[src/rtl/sseg_pkg.sv]
// rtl/sseg_pkg.sv - shared constants, state encoding and width helper for the seven-segment scan driver
// Contents:
//   SEG_0..SEG_F, SEG_OFF : a..g patterns, active-low, bit 6 = a, bit 0 = g
//   ST_IDLE/GUARD/DRIVE   : scan state encoding
//   clog2                 : counter width helper, never returns less than 1
package sseg_pkg;

    localparam logic [6:0] SEG_0   = 7'b0000001;
    localparam logic [6:0] SEG_1   = 7'b1001111;
    localparam logic [6:0] SEG_2   = 7'b0010010;
    localparam logic [6:0] SEG_3   = 7'b0000110;
    localparam logic [6:0] SEG_4   = 7'b1001100;
    localparam logic [6:0] SEG_5   = 7'b0100100;
    localparam logic [6:0] SEG_6   = 7'b0100000;
    localparam logic [6:0] SEG_7   = 7'b0001111;
    localparam logic [6:0] SEG_8   = 7'b0000000;
    localparam logic [6:0] SEG_9   = 7'b0000100;
    localparam logic [6:0] SEG_A   = 7'b0001000;
    localparam logic [6:0] SEG_B   = 7'b1100000;
    localparam logic [6:0] SEG_C   = 7'b0110001;
    localparam logic [6:0] SEG_D   = 7'b1000010;
    localparam logic [6:0] SEG_E   = 7'b0110000;
    localparam logic [6:0] SEG_F   = 7'b0111000;
    localparam logic [6:0] SEG_OFF = 7'b1111111;

    localparam logic [1:0] ST_IDLE  = 2'd0;
    localparam logic [1:0] ST_GUARD = 2'd1;
    localparam logic [1:0] ST_DRIVE = 2'd2;

    // Width needed to hold 0..value-1; a one-bit minimum keeps single-value counters legal.
    function automatic int clog2(input int value);
        int w;
        w = 1;
        for (int i = 1; i < 31; i++) begin
            if ((1 << i) < value) w = i + 1;
        end
        return w;
    endfunction

endpackage

[src/rtl/sseg_decode.sv]
// rtl/sseg_decode.sv - 4-bit code to active-low a..g segment decoder
// Ports:
//   code : 4-bit digit code
//   seg  : a..g, active-low, bit 6 = a
// Build option SSEG_HEX_EN: defined, codes 10..15 show A b C d E F; undefined, they stay dark.
module sseg_decode
    import sseg_pkg::*;
(
    input  logic [3:0] code,
    output logic [6:0] seg
);

    always_comb begin
        seg = SEG_OFF;
        case (code)
            4'd0:    seg = SEG_0;
            4'd1:    seg = SEG_1;
            4'd2:    seg = SEG_2;
            4'd3:    seg = SEG_3;
            4'd4:    seg = SEG_4;
            4'd5:    seg = SEG_5;
            4'd6:    seg = SEG_6;
            4'd7:    seg = SEG_7;
            4'd8:    seg = SEG_8;
            4'd9:    seg = SEG_9;
`ifdef SSEG_HEX_EN
            4'd10:   seg = SEG_A;
            4'd11:   seg = SEG_B;
            4'd12:   seg = SEG_C;
            4'd13:   seg = SEG_D;
            4'd14:   seg = SEG_E;
            4'd15:   seg = SEG_F;
`else
            4'd10, 4'd11, 4'd12, 4'd13, 4'd14, 4'd15: seg = SEG_OFF;
`endif
            default: seg = SEG_OFF;
        endcase
    end

endmodule

[src/rtl/sseg_scan_driver.sv]
// rtl/sseg_scan_driver.sv - time-multiplexed common-anode seven-segment scan driver
// Ports:
//   clk, rst_n   : clock (rising edge), asynchronous active-low reset
//   enable       : scan enable; low parks the driver dark in IDLE
//   digits_in    : packed codes, digit i at [4i+3:4i], digit 0 least significant
//   dp_in        : decimal point per digit, 1 = lit
//   blank_in     : 1 = digit dark for its whole slot
//   an_n         : anode select, active-low, one-hot-low while driving
//   sseg_n       : {dp, a..g}, active-low
//   frame_start  : one-cycle pulse on the first cycle of slot 0
// Build option SSEG_HEX_EN selects hex glyphs for codes 10..15 (see sseg_decode).
module sseg_scan_driver
    import sseg_pkg::*;
#(
    parameter int NUM_DIGITS   = 4,
    parameter int REFRESH_DIV  = 50000,
    parameter int BLANK_CYCLES = 16,
    parameter int LZ_SUPPRESS  = 0
) (
    input  logic                    clk,
    input  logic                    rst_n,
    input  logic                    enable,
    input  logic [4*NUM_DIGITS-1:0] digits_in,
    input  logic [NUM_DIGITS-1:0]   dp_in,
    input  logic [NUM_DIGITS-1:0]   blank_in,
    output logic [NUM_DIGITS-1:0]   an_n,
    output logic [7:0]              sseg_n,
    output logic                    frame_start
);

    localparam int IDX_W = clog2(NUM_DIGITS);
    localparam int PRE_W = clog2(REFRESH_DIV);
    localparam logic [PRE_W-1:0] PRE_LAST = PRE_W'(REFRESH_DIV - 1);
    localparam logic [IDX_W-1:0] IDX_LAST = IDX_W'(NUM_DIGITS - 1);
    localparam logic [PRE_W:0]   GUARD_END = (PRE_W + 1)'(BLANK_CYCLES);

    logic [1:0]              state, nxt_state;
    logic [PRE_W-1:0]        pre, nxt_pre;
    logic [IDX_W-1:0]        idx, nxt_idx;
    logic [4*NUM_DIGITS-1:0] shd_digits, nxt_digits;
    logic [NUM_DIGITS-1:0]   shd_dp, nxt_dp;
    logic [NUM_DIGITS-1:0]   shd_blank, nxt_blank;
    logic                    load;
    logic [NUM_DIGITS-1:0]   lz_mask;
    logic                    upper_zero;
    logic [3:0]              cur_code;
    logic [6:0]              cur_seg;
    logic                    dark;
    logic [NUM_DIGITS-1:0]   an_nxt;

    // Everything is resolved for the cycle being entered, so the registered
    // outputs match the state/idx/shadow they are registered alongside.
    always_comb begin
        nxt_state = state;
        nxt_pre   = pre;
        nxt_idx   = idx;
        load      = 1'b0;
        if (!enable) begin
            nxt_state = ST_IDLE;
            nxt_pre   = '0;
            nxt_idx   = '0;
        end else begin
            if (state == ST_IDLE) begin
                nxt_pre = '0;
                nxt_idx = '0;
                load    = 1'b1;
            end else if (pre == PRE_LAST) begin
                nxt_pre = '0;
                if (idx == IDX_LAST) begin
                    nxt_idx = '0;
                    load    = 1'b1;
                end else begin
                    nxt_idx = idx + 1'b1;
                end
            end else begin
                nxt_pre = pre + 1'b1;
            end
            nxt_state = ({1'b0, nxt_pre} < GUARD_END) ? ST_GUARD : ST_DRIVE;
        end
        nxt_digits = load ? digits_in : shd_digits;
        nxt_dp     = load ? dp_in     : shd_dp;
        nxt_blank  = load ? blank_in  : shd_blank;
    end

    // Digit i is a leading zero when it and every more-significant digit are 0.
    always_comb begin
        lz_mask    = '0;
        upper_zero = 1'b1;
        if (LZ_SUPPRESS != 0) begin
            for (int i = NUM_DIGITS - 1; i >= 1; i--) begin
                upper_zero = upper_zero & (nxt_digits[4*i +: 4] == 4'd0);
                lz_mask[i] = upper_zero;
            end
        end
    end

    assign cur_code = nxt_digits[{nxt_idx, 2'b00} +: 4];

    sseg_decode u_decode (
        .code (cur_code),
        .seg  (cur_seg)
    );

    always_comb begin
        dark           = (nxt_state != ST_DRIVE) | nxt_blank[nxt_idx] | lz_mask[nxt_idx];
        an_nxt         = '1;
        an_nxt[nxt_idx] = 1'b0;
    end

    always_ff @(posedge clk or negedge rst_n) begin
        if (!rst_n) begin
            state       <= ST_IDLE;
            pre         <= '0;
            idx         <= '0;
            shd_digits  <= '0;
            shd_dp      <= '0;
            shd_blank   <= '1;
            an_n        <= '1;
            sseg_n      <= 8'hFF;
            frame_start <= 1'b0;
        end else begin
            state       <= nxt_state;
            pre         <= nxt_pre;
            idx         <= nxt_idx;
            shd_digits  <= nxt_digits;
            shd_dp      <= nxt_dp;
            shd_blank   <= nxt_blank;
            frame_start <= load;
            if (dark) begin
                an_n   <= '1;
                sseg_n <= 8'hFF;
            end else begin
                an_n   <= an_nxt;
                sseg_n <= {~nxt_dp[nxt_idx], cur_seg};
            end
        end
    end

endmodule

[config.mk]
export PLATFORM = sky130hd
export DESIGN_NAME = sseg_scan_driver
export DESIGN_NICKNAME = d
export VERILOG_FILES = /design/src/rtl/sseg_pkg.sv /design/src/rtl/sseg_decode.sv /design/src/rtl/sseg_scan_driver.sv
export SDC_FILE = /design/constraint.sdc
export NUM_CORES = 1
export LEC_CHECK = 0
export ABC_AREA = 1
export BUFFER_PORTS_ARGS = -buffer_cell sky130_fd_sc_hd__buf_4
export CORE_UTILIZATION = 45
export CTS_BUF_LIST = sky130_fd_sc_hd__clkbuf_16
export DETAILED_ROUTE_END_ITERATION = 10
export HOLD_SLACK_MARGIN = 0.12
export PLACE_DENSITY_LB_ADDON = 0.12
export SYNTH_ARGS = -nofsm -noshare
export SYNTH_HDL_FRONTEND = slang
export SYNTH_HIERARCHICAL = 1
export SYNTH_SLANG_ARGS = --single-unit
export TNS_END_PERCENT = 50
[constraint.sdc]
create_clock -name clk -period 3.39 [get_ports clk]
set_input_delay 0.5085 -clock clk [delete_from_list [all_inputs] [get_ports clk]]
set_output_delay 0.5085 -clock clk [all_outputs]
set_load 0.02 [all_outputs]
Word-level counts from Yosys, hierarchy flattened
Memories as Yosys holds them, arrays and structs flattened.
Index checks and enable logic that the tools add are counted.
- bits in read-only memories: 112
- output and inout bits: 13
- input port bits: 27
- memories: 1
- flip-flop bits (word level): 57
- memory list (name ; depth ; bits a word ; read ports ; clocked after memory_dff ; wr ports ; RTL line ; RTL):
    (name not given) ; 16 ; 7 ; 1 ; 0 ; 0 ; sseg_decode.sv:15 ; case (code)
- $add $sub $neg: 2
- order comparisons: 3
- bitwise logic cells: 4
- shift operators: 1
- reductions and logical operators: 2
- mux-type cells: 27
- equality and inequality tests: 3
- operators by type and width (cell ; count):
    2-to-1 mux 16 bit ; 5
    adder 16 x 1 -> 16 bit, second input constant ; 1
    == test 16 bit, second input constant ; 1
    less-than comparator 16 x 5 -> 1 bit, second input constant ; 1
    indexed part select 16 x 5 -> 4 bit ; 1
    2-to-1 mux 2 bit ; 6
    2-to-1 mux 4 bit ; 3
    2-to-1 mux 1 bit ; 8
    2-to-1 mux 8 bit ; 1
    binary-select mux 1 bit (select 2 bit) ; 3
    inverter 4 bit ; 1
    less-than comparator 2 x 3 -> 1 bit, second input constant ; 1
    adder 2 x 1 -> 2 bit, second input constant ; 1
    demux 1 bit (select 2 bit) ; 1
    == test 2 bit, second input constant ; 1
    greater-or-equal comparator 2 x 1 -> 1 bit, second input constant ; 1
    zero test 2 bit ; 1
    != test 2 bit, second input constant ; 1
    OR 1 bit ; 2
    logical AND 1 bit ; 1
    inverter 1 bit ; 1

Longest topological paths before layout
- depth after elaboration: 11
- depth in mapped cells: 21

Cells and area by module
Netlist, hierarchy kept.
- modules (own cells, without submodules) (module ; area each (sq um) ; instances ; sequential area each (sq um) ; cells each):
    sseg_scan_driver ; 2935.3 ; 1 ; 1446.4 ; 366
    sseg_decode ; 187.7 ; 1 ; 0.0 ; 35

Least setup slack after synthesis
No wires, ideal clock.
- path kind: flip-flop to flip-flop
- start point: register idx[0]
- end point: register sseg_n[3]
- stages on the path, launching flop included: 18
- required time: 3329 ps
- path buffers: 2
- setup slack: 829 ps
- arrival time: 2500 ps
- period minus slack after synthesis: 2561 ps
- cells stage by stage: dfrtp_1 -> ha_1 -> or2_2 -> buf_2 -> nand3_4 -> clkinv_1 -> buf_4 -> nand2_1 -> nand2_1 -> nand2_1 -> nand4_1 -> inv_1 -> ha_1 -> nand2_1 -> nand3_1 -> nand2_1 -> inv_1 -> nand3_2
- elaborated cells between the ends (all ways): 21
- those cells by class: add/sub (1); eq/ne (1); shift (1); mux (15); bitwise (2); memory (1)
- RTL lines (item ; RTL line ; RTL):
    start: declaration ; sseg_scan_driver.sv:39 ; logic [IDX_W-1:0] idx, nxt_idx;
    start signal: assignment ; sseg_scan_driver.sv:124 ; idx <= nxt_idx;
    == test 2 bit ; sseg_scan_driver.sv:69 ; if (idx == IDX_LAST) begin
    2-to-1 mux 1 bit ; sseg_scan_driver.sv:69 ;
    2-to-1 mux 1 bit ; sseg_scan_driver.sv:67 ; end else if (pre == PRE_LAST) begin
    2-to-1 mux 1 bit ; sseg_scan_driver.sv:63 ; if (state == ST_IDLE) begin
    2-to-1 mux 1 bit ; sseg_scan_driver.sv:58 ; if (!enable) begin
    net load ; sseg_scan_driver.sv:43 ; logic load;
    2-to-1 mux 16 bit ; sseg_scan_driver.sv:80 ; nxt_digits = load ? digits_in : shd_digits;
    net nxt_digits[5] ; sseg_scan_driver.sv:40 ; logic [4*NUM_DIGITS-1:0] shd_digits, nxt_digits;
    indexed part select 16 x 5 -> 4 bit ; sseg_scan_driver.sv:97 ; assign cur_code = nxt_digits[{nxt_idx, 2'b00} +: 4];
    net cur_code[1] ; sseg_scan_driver.sv:46 ; logic [3:0] cur_code;
    memory read (16 x 7 bit) ; - ;
    net cur_seg[3] ; sseg_scan_driver.sv:47 ; logic [6:0] cur_seg;
    2-to-1 mux 8 bit ; sseg_scan_driver.sv:129 ; if (dark) begin
    end signal: assignment ; sseg_scan_driver.sv:134 ; sseg_n <= {~nxt_dp[nxt_idx], cur_seg};
    end: declaration ; sseg_scan_driver.sv:27 ; output logic [7:0] sseg_n,
The timed path passes the listed nets, and every way through them passes these cells. The select of a mux whose other input is x is not followed.

Worst setup path after layout
- start point: register pre[0]
- end point: register sseg_n[3]
- elaborated cells between the ends (all ways): 26
- those cells by class: add/sub (1); order compare (1); eq/ne (2); shift (1); mux (18); bitwise (2); memory (1)
- RTL lines (item ; RTL line ; RTL):
    start: declaration ; sseg_scan_driver.sv:38 ; logic [PRE_W-1:0] pre, nxt_pre;
    start signal: assignment ; sseg_scan_driver.sv:123 ; pre <= nxt_pre;
    == test 16 bit ; sseg_scan_driver.sv:67 ;
    2-to-1 mux 1 bit ; sseg_scan_driver.sv:67 ;
    2-to-1 mux 1 bit ; sseg_scan_driver.sv:63 ;
    2-to-1 mux 1 bit ; sseg_scan_driver.sv:58 ;
    2-to-1 mux 16 bit ; sseg_scan_driver.sv:80 ;
    net nxt_digits[13] ; sseg_scan_driver.sv:40 ;
    indexed part select 16 x 5 -> 4 bit ; sseg_scan_driver.sv:97 ;
    net cur_code[1] ; sseg_scan_driver.sv:46 ;
    memory read (16 x 7 bit) ; - ;
    net cur_seg[3] ; sseg_scan_driver.sv:47 ;
    2-to-1 mux 8 bit ; sseg_scan_driver.sv:129 ;
The timed path passes the listed nets, and every way through them passes these cells. The select of a mux whose other input is x is not followed.

==> summary.txt <==
Layout
  • N_diodes: 0
  • Register area: 1450 um2
  • Fill cell count: 625
  • Area of the multi-input gates: 1450 um2
  • Nets@finish: 479
  • Non-filler cells in the finished layout: 527
  • Area grow syn2layout: 21.7%
  • Layout cell share with drive strength beyond 1: 23.1%

Worst setup path
  • Worst path buffer plus inverter count: 3
  • Instance count on the critical path: 18
  • Top Family by Delay on Critical Path: simple AND/OR/NAND/NOR gates
  • CP Data Arrival Time: 3.18 ns
  • Reg2Reg Depth: 18
  • Max incr delay on CP: 0.40 ns
  • Most used cell, CP: nand2_1
  • CP Max Fanout: 17
  • CP Class: register to register
  • Worst Setup SP: pre[0]
  • Worst r2r src: pre[0]
  • Reg2reg end: sseg_n[3]
  • Crit end category: register
  • R2R Setup Slk: 0.47 ns
  • Critical-path cell list: ha_1 -> nand3_4 -> nor2_4 -> nand2_4 -> nand2_4 -> nand3_4 -> clkinv_1 -> nand2_1 -> nand2_1 -> nand2_1 -> nand4_1 -> inv_1 -> ha_1 -> nand2_1 -> nand3_1 -> nand2_1 -> inv_1 -> nand3_2
  • Startpoint types: register
  • Crit path to: sseg_n[3]
  • Critical Path RT: 3.65 ns
  • Slowest CP cell: dfrtp_1

STA
  • Final Max Slew Viols: 0
  • Clock Skew: 0.00667 ns
  • Sum of negative setup slack: 0 ns
  • Final WS setup: 0.468 ns
  • Crit path time final: 2.92 ns
  • Setup-failing EPs final: 0
  • Final hold violation count: 0
  • Period utilisation layout: 86.2%
  • FMAX: 0.342 GHz
  • Worst-margin pin slew: 0.703 ns
  • RSZ-0062 raised after global routing: false
  • Slew Limit Headroom: 53.1%

Floorplanning
  • # IOs: 40
  • Die H: 85.3 um
  • Initial Util: 47.8%
  • Die ar.: 7280 um2
  • Cell Rows: 29
  • Area of the core: 6530 um2
  • Horiz. Die Dim: 85.3 um

Yosys
  • Post-synth EDFFs: 0
  • Register area share after synthesis: 46.3%
  • Synth async-reset ratio: 100%
  • Mean post-synth cell area: 7.79 um2
  • Top-count cell post-synth: nand2_1
  • Top cell type's share of synthesized area: 32.9%
  • Post-Syn Area: 3120 um2
  • Synth top cells by count: nand2_1 (159), dfrtp_1 (41), nor2_1 (40)
  • Unique masters post-synth: 29
  • Synth area leaders: dfrtp_1 (33%), nand2_1 (19%), dfstp_2 (13%)
  • Syn_nets: 435
  • Dominant synthesized flop cell: dfrtp_1
  • Leading area contributor after synthesis: dfrtp_1
  • Cells after synthesis: 401
  • Yosys reg bits: 57
  • Ys Warns: 6

Placed design
  • Placed wire-length estimate: 5.06 mm
  • I/O Buffers: 39
  • Place WS: 0.449 ns
  • GPL Wtd Cong: 0.898
  • Placed insts: 511

Global route
  • Overflow after GRT: 0
  • Largest net degree at the start of global routing: 58
  • Gr usage total: 21.2%
  • First-pass GRT wire length: 11.8 mm
  • Vias in the first global route: 2,457
  • Initial antenna violation count: 0

Clock tree
  • Clock Path Buffers: 2
  • Worst-path clk slew: 0.05 ns
  • Cts hold-fix bufs: 0
  • Clk root buf: clkbuf_16
  • Skew-Pair Late Insertion Delay: 0.32 ns
  • H-tree level count: 3
  • Post-CTS Setup Bufs: 0
  • CTS sink cnt: 57
  • Post_cts resized: 0
  • CTS buffer count: 9
  • CTS tree: yes

Pwr
  • Net switching power: 0.466 mW
  • Sw Share: 23.4%
  • PwrDens: 524 nW/um2
  • Total power: 1.99 mW
  • Internal cell power: 1.52 mW
  • Clk pwr share: 50.7%
  • VDD IR-drop max: 0.272 mV
  • Combinational share of power: 11.5%
  • Flop pwr share: 37.7%
  • Pleak: 1.88 nW

Detailed routing
  • Via density per instance: 5.04
  • TritonRoute pass-1 iters: 4
  • Final wirelength: 6.97 mm
  • Detailed-route wire length per cell: 13.2 um
  • Drt first-iter violations: 116
  • DRC Markers: 0
  • Via count: 2,654
  • Final antenna-violating net count: 0

Outcome
  • Status: completed

Run
  • Max_cap viols: 0

Hold path
  • Worst Hold Class: input pin to asynchronous set/reset pin
registers in the layout (all words and copies together) (netlist names):
name / count
pre: 16
shd_digits: 16
sseg_n: 8
an_n: 4
shd_blank: 4
shd_dp: 4
idx: 2
state: 2
frame_start: 1
per-stage QoR:
step                      util, %  hold slack, ns  instance area (um2)
after floorplan                 -           0.213                 3120
after global placement       53.1           0.456                 3470
after detailed placement     53.1           0.458                 3470
after CTS                    58.2           0.271                 3800
after global routing         58.2           0.307                 3800
final                        58.2           0.240                 3800
how the worst min path moves through the flow:
stage | start | end | slack (ns) | depth (start not counted)
finish | rst_n | pre[6] | 0.24 | 1
global route | rst_n | pre[6] | 0.31 | 1
CTS | rst_n | pre[6] | 0.27 | 1
detailed placement | shd_dp[3] | shd_dp[3] | 0.46 | 2
global placement | shd_dp[1] | shd_dp[1] | 0.46 | 2
floorplan | rst_n | frame_start | 0.21 | 0
placed cells by master (no fill, tap or decap), types with 7 or more instances in the layout:
master,count
buf_4,41
nand3_1,27
dfrtp_1,41
nor2_2,7
dfstp_2,16
nor2_1,40
ha_1,7
nand2_1,159
nand3_2,8
clkbuf_16,9
inv_1,38
nand4_1,20
power by group through the flow:
| stage | combinational (mW) | sequential, mW | clock [mW] |
|---|---|---|---|
| global placement | 0.227 | 0.759 | 0 |
| floorplan | 0.165 | 0.757 | 0 |
| detailed placement | 0.231 | 0.761 | 0 |
| CTS | 0.232 | 0.750 | 1.02 |
| finish | 0.229 | 0.751 | 1.01 |
| global route | 0.263 | 0.754 | 1.06 |
logic make-up (layout without fill, tap and decap cells):
kind of cell    Yosys count  in the layout  share of synthesized area [%]
simple gates            275            275                           41.0
compound gates            5              5                           1.00
flops                    57             57                           46.3
xor+xnor                  6              6                           1.68
buf+inv                  51            100                           7.17
fa+ha+maj                 7              7                           2.80
routing by layer:
layer,routed length (um),share of wire (%),global-route usage (%),up-vias
met5,0,0,0,-
met2,2970,43,30.8,91
met4,59,0.85,6.36,0
li1,-,-,-,1344
met1,3500,50,31.2,1214
met3,445,6.4,5.45,5
layout make-up:
cell class,count,area share (%)
Timing Repair Buffer,41,8.10
Inverter,43,4.28
Sequential cell,57,38.1
Tap cell,77,2.53
Multi-Input combinational cell,293,38.2
Clock inverter,7,2.90
Clock buffer,9,5.92
(Power assumes the default switching activity.)
